--- src/rtl/clock_sched_pkg.sv ---
// Shared types and default sizes for the clock-enable scheduler.
package clock_sched_pkg;

    localparam int unsigned DEF_NUM_CH     = 4;
    localparam int unsigned DEF_DIV_W      = 8;
    localparam int unsigned DEF_BURST_W    = 16;
    // Base clock period in picoseconds (100 MHz system clock).
    localparam int unsigned BASE_PERIOD_PS = 10000;

    typedef enum logic [1:0] {
        SCHED_IDLE   = 2'd0,
        SCHED_RUN    = 2'd1,
        SCHED_FINISH = 2'd2
    } sched_state_e;

    // Channel-index width; never zero, even for a single channel.
    function automatic int unsigned ch_idx_w(input int unsigned n);
        return (n > 1) ? $clog2(n) : 1;
    endfunction

endpackage

--- src/rtl/clock_enable_scheduler_ce_divider.sv ---
// One clock-enable channel: divide-ratio register, run-time shadow
// register with pending flag, phase counter and registered strobe.
module ce_divider #(
    parameter int unsigned DIV_W = 8
) (
    input  logic             i_clk,
    input  logic             i_rst,
    input  logic             i_load,   // entering the first RUN cycle
    input  logic             i_adv,    // entering a further counted RUN cycle
    input  logic             i_run,    // scheduler currently in RUN
    input  logic             i_we,
    input  logic [DIV_W-1:0] i_wdata,
    output logic             o_ce
);

    logic [DIV_W-1:0] r_div;
    logic [DIV_W-1:0] r_shadow;
    logic             r_pending;
    logic [DIV_W-1:0] r_cnt;
    logic             r_ce;
    logic [DIV_W-1:0] w_next_div;
    logic             w_fire;

    // A pending shadow value takes effect at the fire that starts a new period.
    assign w_next_div = r_pending ? r_shadow : r_div;
    assign w_fire     = i_load || (i_adv && (r_cnt == '0));
    assign o_ce       = r_ce;

    // r_cnt counts the counted cycles still to go before the next strobe.
    always_ff @(posedge i_clk) begin
        if (i_rst) begin
            r_div     <= '0;
            r_shadow  <= '0;
            r_pending <= 1'b0;
            r_cnt     <= '0;
            r_ce      <= 1'b0;
        end else begin
            r_ce <= w_fire;
            if (w_fire) begin
                r_cnt <= w_next_div;
                r_div <= w_next_div;
            end else if (i_adv) begin
                r_cnt <= r_cnt - DIV_W'(1);
            end
            if (i_we && i_run) begin
                r_shadow  <= i_wdata;
                r_pending <= 1'b1;
            end else if (i_we) begin
                r_div     <= i_wdata;
                r_pending <= 1'b0;
            end else if (w_fire) begin
                r_pending <= 1'b0;
            end
        end
    end

endmodule

--- src/rtl/clock_enable_scheduler.sv ---
// Clock-enable scheduler: run FSM, burst counter, cycle counter and
// configuration decode feeding one ce_divider per channel.
// Optional feature: define SCHED_PAUSE_EN to add the pause input.
// Pause is sampled like start: a RUN cycle is frozen (ce=0, counters
// held) when pause was high at the edge that entered it. The first RUN
// cycle after start is never frozen so all channels stay phase-aligned.
module clock_enable_scheduler
    import clock_sched_pkg::*;
#(
    parameter  int unsigned NUM_CH  = DEF_NUM_CH,
    parameter  int unsigned DIV_W   = DEF_DIV_W,
    parameter  int unsigned BURST_W = DEF_BURST_W,
    localparam int unsigned CH_W    = ch_idx_w(NUM_CH)
) (
    input  logic               clk,
    input  logic               rst,
    input  logic               cfg_we,
    input  logic [CH_W-1:0]    cfg_ch,
    input  logic [DIV_W-1:0]   cfg_div,
    input  logic               start,
    input  logic               stop,
    input  logic [BURST_W-1:0] burst_len,
    output logic [NUM_CH-1:0]  ce,
    output logic               busy,
    output logic               done,
    output logic [BURST_W-1:0] cycle_cnt
`ifdef SCHED_PAUSE_EN
    ,
    input  logic               pause
`endif
);

    sched_state_e       r_state;
    logic               r_busy;
    logic               r_done;
    logic [BURST_W-1:0] r_cycle_cnt;
    logic [BURST_W-1:0] r_burst_left;
    logic               r_burst_mode;
    logic               r_paused;

    logic               w_pause;
    logic               w_end_run;
    logic               w_load;
    logic               w_adv;
    logic               w_in_run;
    logic [NUM_CH-1:0]  w_ce;

`ifdef SCHED_PAUSE_EN
    assign w_pause = pause;
`else
    assign w_pause = 1'b0;
`endif

    // Run ends after the cycle that samples stop or the last counted burst cycle.
    assign w_in_run  = (r_state == SCHED_RUN);
    assign w_end_run = w_in_run &&
                       (stop || (r_burst_mode && !r_paused &&
                                 (r_burst_left == BURST_W'(1))));
    assign w_load    = (r_state == SCHED_IDLE) && start;
    assign w_adv     = w_in_run && !w_end_run && !w_pause;

    assign ce        = w_ce;
    assign busy      = r_busy;
    assign done      = r_done;
    assign cycle_cnt = r_cycle_cnt;

    // Run sequencing with registered busy/done and cycle/burst bookkeeping.
    always_ff @(posedge clk) begin
        if (rst) begin
            r_state      <= SCHED_IDLE;
            r_busy       <= 1'b0;
            r_done       <= 1'b0;
            r_cycle_cnt  <= '0;
            r_burst_left <= '0;
            r_burst_mode <= 1'b0;
            r_paused     <= 1'b0;
        end else begin
            r_done <= 1'b0;
            case (r_state)
                SCHED_IDLE: begin
                    if (start) begin
                        r_state      <= SCHED_RUN;
                        r_busy       <= 1'b1;
                        r_cycle_cnt  <= '0;
                        r_burst_left <= burst_len;
                        r_burst_mode <= (burst_len != '0);
                        r_paused     <= 1'b0;
                    end
                end
                SCHED_RUN: begin
                    if (!r_paused) begin
                        if (r_cycle_cnt != '1) begin
                            r_cycle_cnt <= r_cycle_cnt + BURST_W'(1);
                        end
                        r_burst_left <= r_burst_left - BURST_W'(1);
                    end
                    if (w_end_run) begin
                        r_state  <= SCHED_FINISH;
                        r_busy   <= 1'b0;
                        r_done   <= 1'b1;
                        r_paused <= 1'b0;
                    end else begin
                        r_paused <= w_pause;
                    end
                end
                SCHED_FINISH: begin
                    r_state <= SCHED_IDLE;
                end
                default: begin
                    r_state <= SCHED_IDLE;
                end
            endcase
        end
    end

    // Per-channel write decode and divider instances.
    for (genvar g = 0; g < NUM_CH; g++) begin : g_ch
        logic w_sel;
        assign w_sel = cfg_we && (cfg_ch == CH_W'(g));

        ce_divider #(
            .DIV_W (DIV_W)
        ) u_div (
            .i_clk   (clk),
            .i_rst   (rst),
            .i_load  (w_load),
            .i_adv   (w_adv),
            .i_run   (w_in_run),
            .i_we    (w_sel),
            .i_wdata (cfg_div),
            .o_ce    (w_ce[g])
        );
    end

endmodule
--- config.mk ---
export PLATFORM = sky130hd
export DESIGN_NAME = clock_enable_scheduler
export DESIGN_NICKNAME = d
export VERILOG_FILES = /design/src/rtl/clock_sched_pkg.sv /design/src/rtl/clock_enable_scheduler_ce_divider.sv /design/src/rtl/clock_enable_scheduler.sv
export SDC_FILE = /design/constraint.sdc
export NUM_CORES = 1
export LEC_CHECK = 0
export BUFFER_PORTS_ARGS = -buffer_cell sky130_fd_sc_hd__buf_4
export CAP_MARGIN = 20
export CORE_MARGIN = 5
export CORE_UTILIZATION = 54
export DETAILED_ROUTE_END_ITERATION = 6
export PLACE_DENSITY = 0.83
export REMOVE_ABC_BUFFERS = 1
export SYNTH_ARGS = -nofsm -noshare
export SYNTH_HDL_FRONTEND = slang
export SYNTH_HIERARCHICAL = 1
export SYNTH_SLANG_ARGS = --single-unit
--- constraint.sdc ---
create_clock -name clk -period 2.8 [get_ports clk]
set_input_delay 0.14 -clock clk [delete_from_list [all_inputs] [get_ports clk]]
set_output_delay 0.14 -clock clk [all_outputs]
set_load 0.02 [all_outputs]
# == Word level (Yosys, flattened, before mapping) ==
# Index checks and enable logic that the tools add are counted.
# op_classes
n_addsub,6
multipliers,0
div,0
n_lt_le_gt_ge,0
n_eq_ne,10
shift,0
mux,52
bitwise_logic,1
reduce_logical,47
# op_table
operator,count
two-way mux 8 bit,24
two-way mux 16 bit,5
one-hot mux 16 bit (2 select lines),2
logical NOT 8 bit,4
subtractor 8 x 1 -> 8 bit (second input constant),4
logical AND 1 bit,17
adder 16 x 1 -> 16 bit (second input constant),1
equality test 16 x 1 -> 1 bit (second input constant),1
two-way mux 1 bit,16
inequality test 16 bit (second input constant),1
nonzero test 16 bit,1
subtractor 16 x 1 -> 16 bit (second input constant),1
nonzero test 3 bit,4
nonzero test 2 bit,5
inequality test 2 bit (second input constant),4
AND reduction 2 bit,3
AND reduction 3 bit,2
logical OR 1 bit,5
equality test 2 x 1 -> 1 bit (second input constant),2
equality test 2 bit (second input constant),2
logical NOT 2 bit,2
two-way mux 2 bit,2
one-hot mux 1 bit (2 select lines),2
one-hot mux 2 bit (2 select lines),1
other kinds (4),5
# word_totals
register_bits,142
latchBits,0
mem_bits_rw,0
mem_bits_ro,0
wordCells,143
n_memories,0

# == Depth between registers and ports, before layout ==
# depth
word_depth,12
depth_mapped,11

# == Cells and area by module ==
# The synthesis kept the hierarchy.
# by_module_without_submodules
mod,instances,cells_each,area_per_inst_um2,seq_area_each_um2
ce_divider,4,146,1236.2,520.5
clock_enable_scheduler,1,257,2055.7,740.7

# == Worst setup path after synthesis ==
# OpenSTA, ideal clock, no wires.
# synth_path
path_type,register to register
from,register r_burst_left[9]
to,register g_ch[0].u_div.r_div[5]
setup_time_ps,122
arrival_time_ps,2588
setup_slack_ps,91
path_stages_with_launch,11
n_path_buf,2
cell_sequence,dfxtp_1 or4_1 nor4_2 a31o_2 nor2_1 buf_4 nand3b_1 o31a_2 buf_4 nor3_1 a221o_1
# synth_via
elab_chain_cells,11
# synth_rtl
item,line_no,text
from (decl),clock_enable_scheduler.sv:37,logic [BURST_W-1:0] r_burst_left;
from (signal assigned),clock_enable_scheduler.sv:85,r_burst_left <= burst_len;
from (signal assigned),clock_enable_scheduler.sv:95,r_burst_left <= r_burst_left - BURST_W'(1);
equality test 16 x 1 -> 1 bit (*),clock_enable_scheduler.sv:58,(r_burst_left == BURST_W'(1))));
logical AND 1 bit (*),clock_enable_scheduler.sv:57,(stop || (r_burst_mode && !r_paused &&
logical OR 1 bit (*),clock_enable_scheduler.sv:57,
logical AND 1 bit (*),clock_enable_scheduler.sv:56,assign w_end_run = w_in_run &&
logical NOT 1 bit (*),clock_enable_scheduler.sv:60,assign w_adv = w_in_run && !w_end_run && !w_pause;
logical AND 1 bit (*),clock_enable_scheduler.sv:60,
named net w_adv,clock_enable_scheduler.sv:44,logic w_adv;
logical AND 1 bit (*),clock_enable_scheduler_ce_divider.sv:26,assign w_fire = i_load || (i_adv && (r_cnt == '0));
logical OR 1 bit (*),clock_enable_scheduler_ce_divider.sv:26,
two-way mux 8 bit (*),clock_enable_scheduler_ce_divider.sv:39,if (w_fire) begin
two-way mux 8 bit,clock_enable_scheduler_ce_divider.sv:48,end else if (i_we) begin
two-way mux 8 bit (*),clock_enable_scheduler_ce_divider.sv:45,if (i_we && i_run) begin
to (signal assigned),clock_enable_scheduler_ce_divider.sv:41,r_div <= w_next_div;
to (signal assigned),clock_enable_scheduler_ce_divider.sv:49,r_div <= i_wdata;
to (decl),clock_enable_scheduler_ce_divider.sv:16,logic [DIV_W-1:0] r_div;
# The timed path passes the listed nets; every way through them passes the cells marked *.
# A chain may end at the register's enable or synchronous reset.

# == Final worst setup path ==
# layout_path
from,register r_burst_left[10]
to,register g_ch[2].u_div.r_div[3]
# layout_via
elab_chain_cells,11
# layout_rtl
item,line_no
equality test 16 x 1 -> 1 bit (*),clock_enable_scheduler.sv:58
logical AND 1 bit (*),clock_enable_scheduler.sv:57
logical OR 1 bit (*),clock_enable_scheduler.sv:57
logical AND 1 bit (*),clock_enable_scheduler.sv:56
logical NOT 1 bit (*),clock_enable_scheduler.sv:60
logical AND 1 bit (*),clock_enable_scheduler.sv:60
named net w_adv,clock_enable_scheduler.sv:44
logical AND 1 bit (*),clock_enable_scheduler_ce_divider.sv:26
logical OR 1 bit (*),clock_enable_scheduler_ce_divider.sv:26
two-way mux 8 bit (*),clock_enable_scheduler_ce_divider.sv:39
two-way mux 8 bit,clock_enable_scheduler_ce_divider.sv:48
two-way mux 8 bit (*),clock_enable_scheduler_ce_divider.sv:45
to (signal assigned),clock_enable_scheduler_ce_divider.sv:41
to (signal assigned),clock_enable_scheduler_ce_divider.sv:49
to (decl),clock_enable_scheduler_ce_divider.sv:16
# Marked as above.

==> flow_summary.toml <==
[logic_synthesis]
ys_ff_latch = 141
synth_compound_area_share_pct = 20.86
synthArstFlopShare_pct = 0
synth_seq_area_share_pct = 40.32
synth_edf_count = 0
synth_area_mm2 = 0.007000
synthXorXnorAreaFrac_pct = 2.502
syn-instance-count = 841
synth_top_family_by_area = "simple AND/OR/NAND/NOR gates"
synthSimpleGateAreaFrac_pct = 27.26
postSynthAreaPerCell_um2 = 8.324
synthMuxAreaShare_pct = 2.645
ys_types = 52
synthAdderAreaFrac_pct = 1.251
yosysWarnings = 6
synth_ff_type = "dfxtp_1"

[worst_setup_path]
required_ps = 3110
worstSetupStartpointType = "register"
critPathMaxFanout = 16
cp.arrival_ps = 2930
cp-end-kind = "register"
worstSetupPathType = "reg2reg"

[place]
place_ws_ps = 88.57
gp_congestion = 0.8468
io_buffers = 52
dp.final_hpwl_mm = 11.49
placed_area_mm2 = 0.007600
placedCellCount = 1047

[layout]
layout-drive-gt1-share_pct = 16.58
fillers = 1019
fin_area_mm2 = 0.008274
final-seq-area_mm2 = 0.002823
n_antenna_cell = 0
final_cell_mix = "141 x dfxtp_1, 111 x nand2_1, 85 x buf_4, 57 x nor2_1, 56 x a21oi_1"
area_growth_pct = 18.19
fin_nets = 936
finalNonFillerCells = 1083
multiInputGateArea_mm2 = 0.003859
layout_commonest_cell = "dfxtp_1"

[sta]
clock_skew_ps = 8.984
tightestPinTransition_ps = 673.0
hold_viol = 0
min_period_ps = 2618
rsz0062_at_grt = "false"
slew_headroom_pct = 54.79
finalCritPeriodShare_pct = 93.50
clock.fmax_mhz = 382.0
fin_tns_setup_ps = 0
timing.final.ws_setup_ps = 181.9
timing.hold.ws_ps = 19.92
setup_viol = 0
finalMaxSlewViolations = 0

[detailed_routing]
wl_mm = 17.87
vias_per_cell = 6.067
wl_per_cell_um = 16.50
ant_nets = 0
vias = 6571
first_pass_iters = 5
remaining_drc_errors = 0
drt-initial-drc-count = 801

[die]
dieWidth_um = 123.9
die_h_um = 123.9
die_area_mm2 = 0.01534
rows = 41
num_io_pins = 53
start_util_pct = 55.25
core_area_mm2 = 0.01267

[cts]
cts_buffers = 17
cts_max_level = 4
clockBufferDepth = 2
path_clk_slew_ps = 60
cts-root-buf = "clkbuf_16"
cts_tree = "yes"
cts_sinks = 141
clock_latency_ps = 430

[global_route]
grt_pass1_vias = 6057
grt_max_degree = 53
track_usage_pct = 23.75
antenna_found_initial = 0
grt_pass1_wl_mm = 29.02
grt-ovfl-total = 0

[power]
p_sw_mw = 1.519
intPower_mw = 3.863
power_density_mw_per_mm2 = 650.5
clkPwrFrac_pct = 41.7
ir_worst_vdd_mv = 0.3988
total_leakage_power_nw = 2.888
swShare_pct = 28.23
seqPwrFrac_pct = 41.9
p_comb_share_pct = 16.4

[run_status]
outcome = "finished, final reports clean"

[worst_hold_path]
hold_class = "in2reg"

[job]
cap_viol_max_count = 0
==> final cells by class <==
class | instances | area share, %
multi-input combinational | 621 | 46.64
sequential | 141 | 34.11
timing repair buffer | 89 | 8.196
clock buffer | 19 | 5.474
tap | 172 | 2.601
clock inverter | 13 | 1.709
inverter | 28 | 1.270
==> power by group through the flow <==
| stage | sequential, mW | combinational (mW) | clock, mW |
|---|---|---|---|
| after CTS | 2.25 | 0.858 | 2.27 |
| after detailed placement | 2.29 | 0.838 | 0 |
| after floorplan | 2.28 | 0.543 | 0 |
| after global placement | 2.29 | 0.824 | 0 |
| final | 2.26 | 0.881 | 2.25 |
| after global routing | 2.27 | 0.968 | 2.36 |
==> per-layer routing <==
metal  vias to the layer above  global-route usage (%)  wire, µm
met3                        25                   4.314       919
met2                       234                   39.61      8827
met1                      3109                   30.91      7844
li1                       3203                       -         -
met5                         -                       0         0
met4                         0                   8.374       278
==> what timing repair did <==
action / CTS / global route
buffers inserted: 0 / 0
gates resized for setup: 0 / 6
hold endpoints to repair: 4 / 0
setup endpoints to repair: 0 / 27
hold buffers: 4 / 0
==> logic make-up (layout without fill, tap and decap cells) <==
group | Yosys count | in the layout
AO/OA/AOI/OAI | 206 | 206
XOR/XNOR | 20 | 20
adder cells (fa/ha/maj) | 7 | 7
buffers and inverters | 79 | 149
flip-flops | 141 | 141
multiplexers | 18 | 18
AND/OR/NAND/NOR | 370 | 370
==> worst paths after layout <==
path                                                        startpoint                                endpoint  slack, ps  cells past startpoint
worst max-delay path                     r_burst_left[10]$_SDFFE_PP0P_       g_ch[2].u_div/r_div[3]$_SDFF_PP0_        180                      9
worst min-delay path                                      burst_len[3]            r_burst_left[3]$_SDFFE_PP0P_         20                      3
worst max register to register           r_burst_left[10]$_SDFFE_PP0P_       g_ch[2].u_div/r_div[3]$_SDFF_PP0_        180                      9
worst min register to register  g_ch[3].u_div/r_shadow[4]$_SDFFE_PP0P_  g_ch[3].u_div/r_shadow[4]$_SDFFE_PP0P_        450                      2
==> flip-flops by register name, summed over array words and instances, names as in the netlist <==
signal	cells
busy	1
cycle_cnt	16
done	1
g_ch.u_div/o_ce	4
g_ch.u_div/r_cnt	32
g_ch.u_div/r_div	32
g_ch.u_div/r_pending	4
g_ch.u_div/r_shadow	32
r_burst_left	16
r_burst_mode	1
r_state	2
==> critical path, stage by stage (launching register included) <==
cell and delay, ps:
dfxtp_1 340, or4_1 570, nor4_4 260, a31o_2 260, nor2_4 70, buf_4 170
nand3b_1 190, o31a_4 270, nor3_1 90, a221o_1 280
==> Yosys cell counts (16+ instances only) <==
master	number	area, µm²
nand2_1	111	416.7
nor2_1	58	217.7
clkbuf_1	27	101.4
nand3_1	49	245.2
buf_4	16	120.1
a31oi_1	20	125.1
a211oi_1	21	157.7
nor3_1	32	160.2
a21oi_1	56	280.3
inv_1	28	105.1
dfxtp_1	141	2823
a221o_1	20	200.2
nand2b_1	25	156.4
o21ai_0	25	125.1
nor4_1	17	106.4
==> stage by stage <==
stage                     util (%)  power (mW)
after global routing         65.30       5.603
after CTS                    64.98       5.374
after global placement       59.98       3.110
after detailed placement     59.98       3.129
final                        65.30       5.382
after floorplan                  -       2.820
Note: power is estimated with default switching activity, not from simulation.
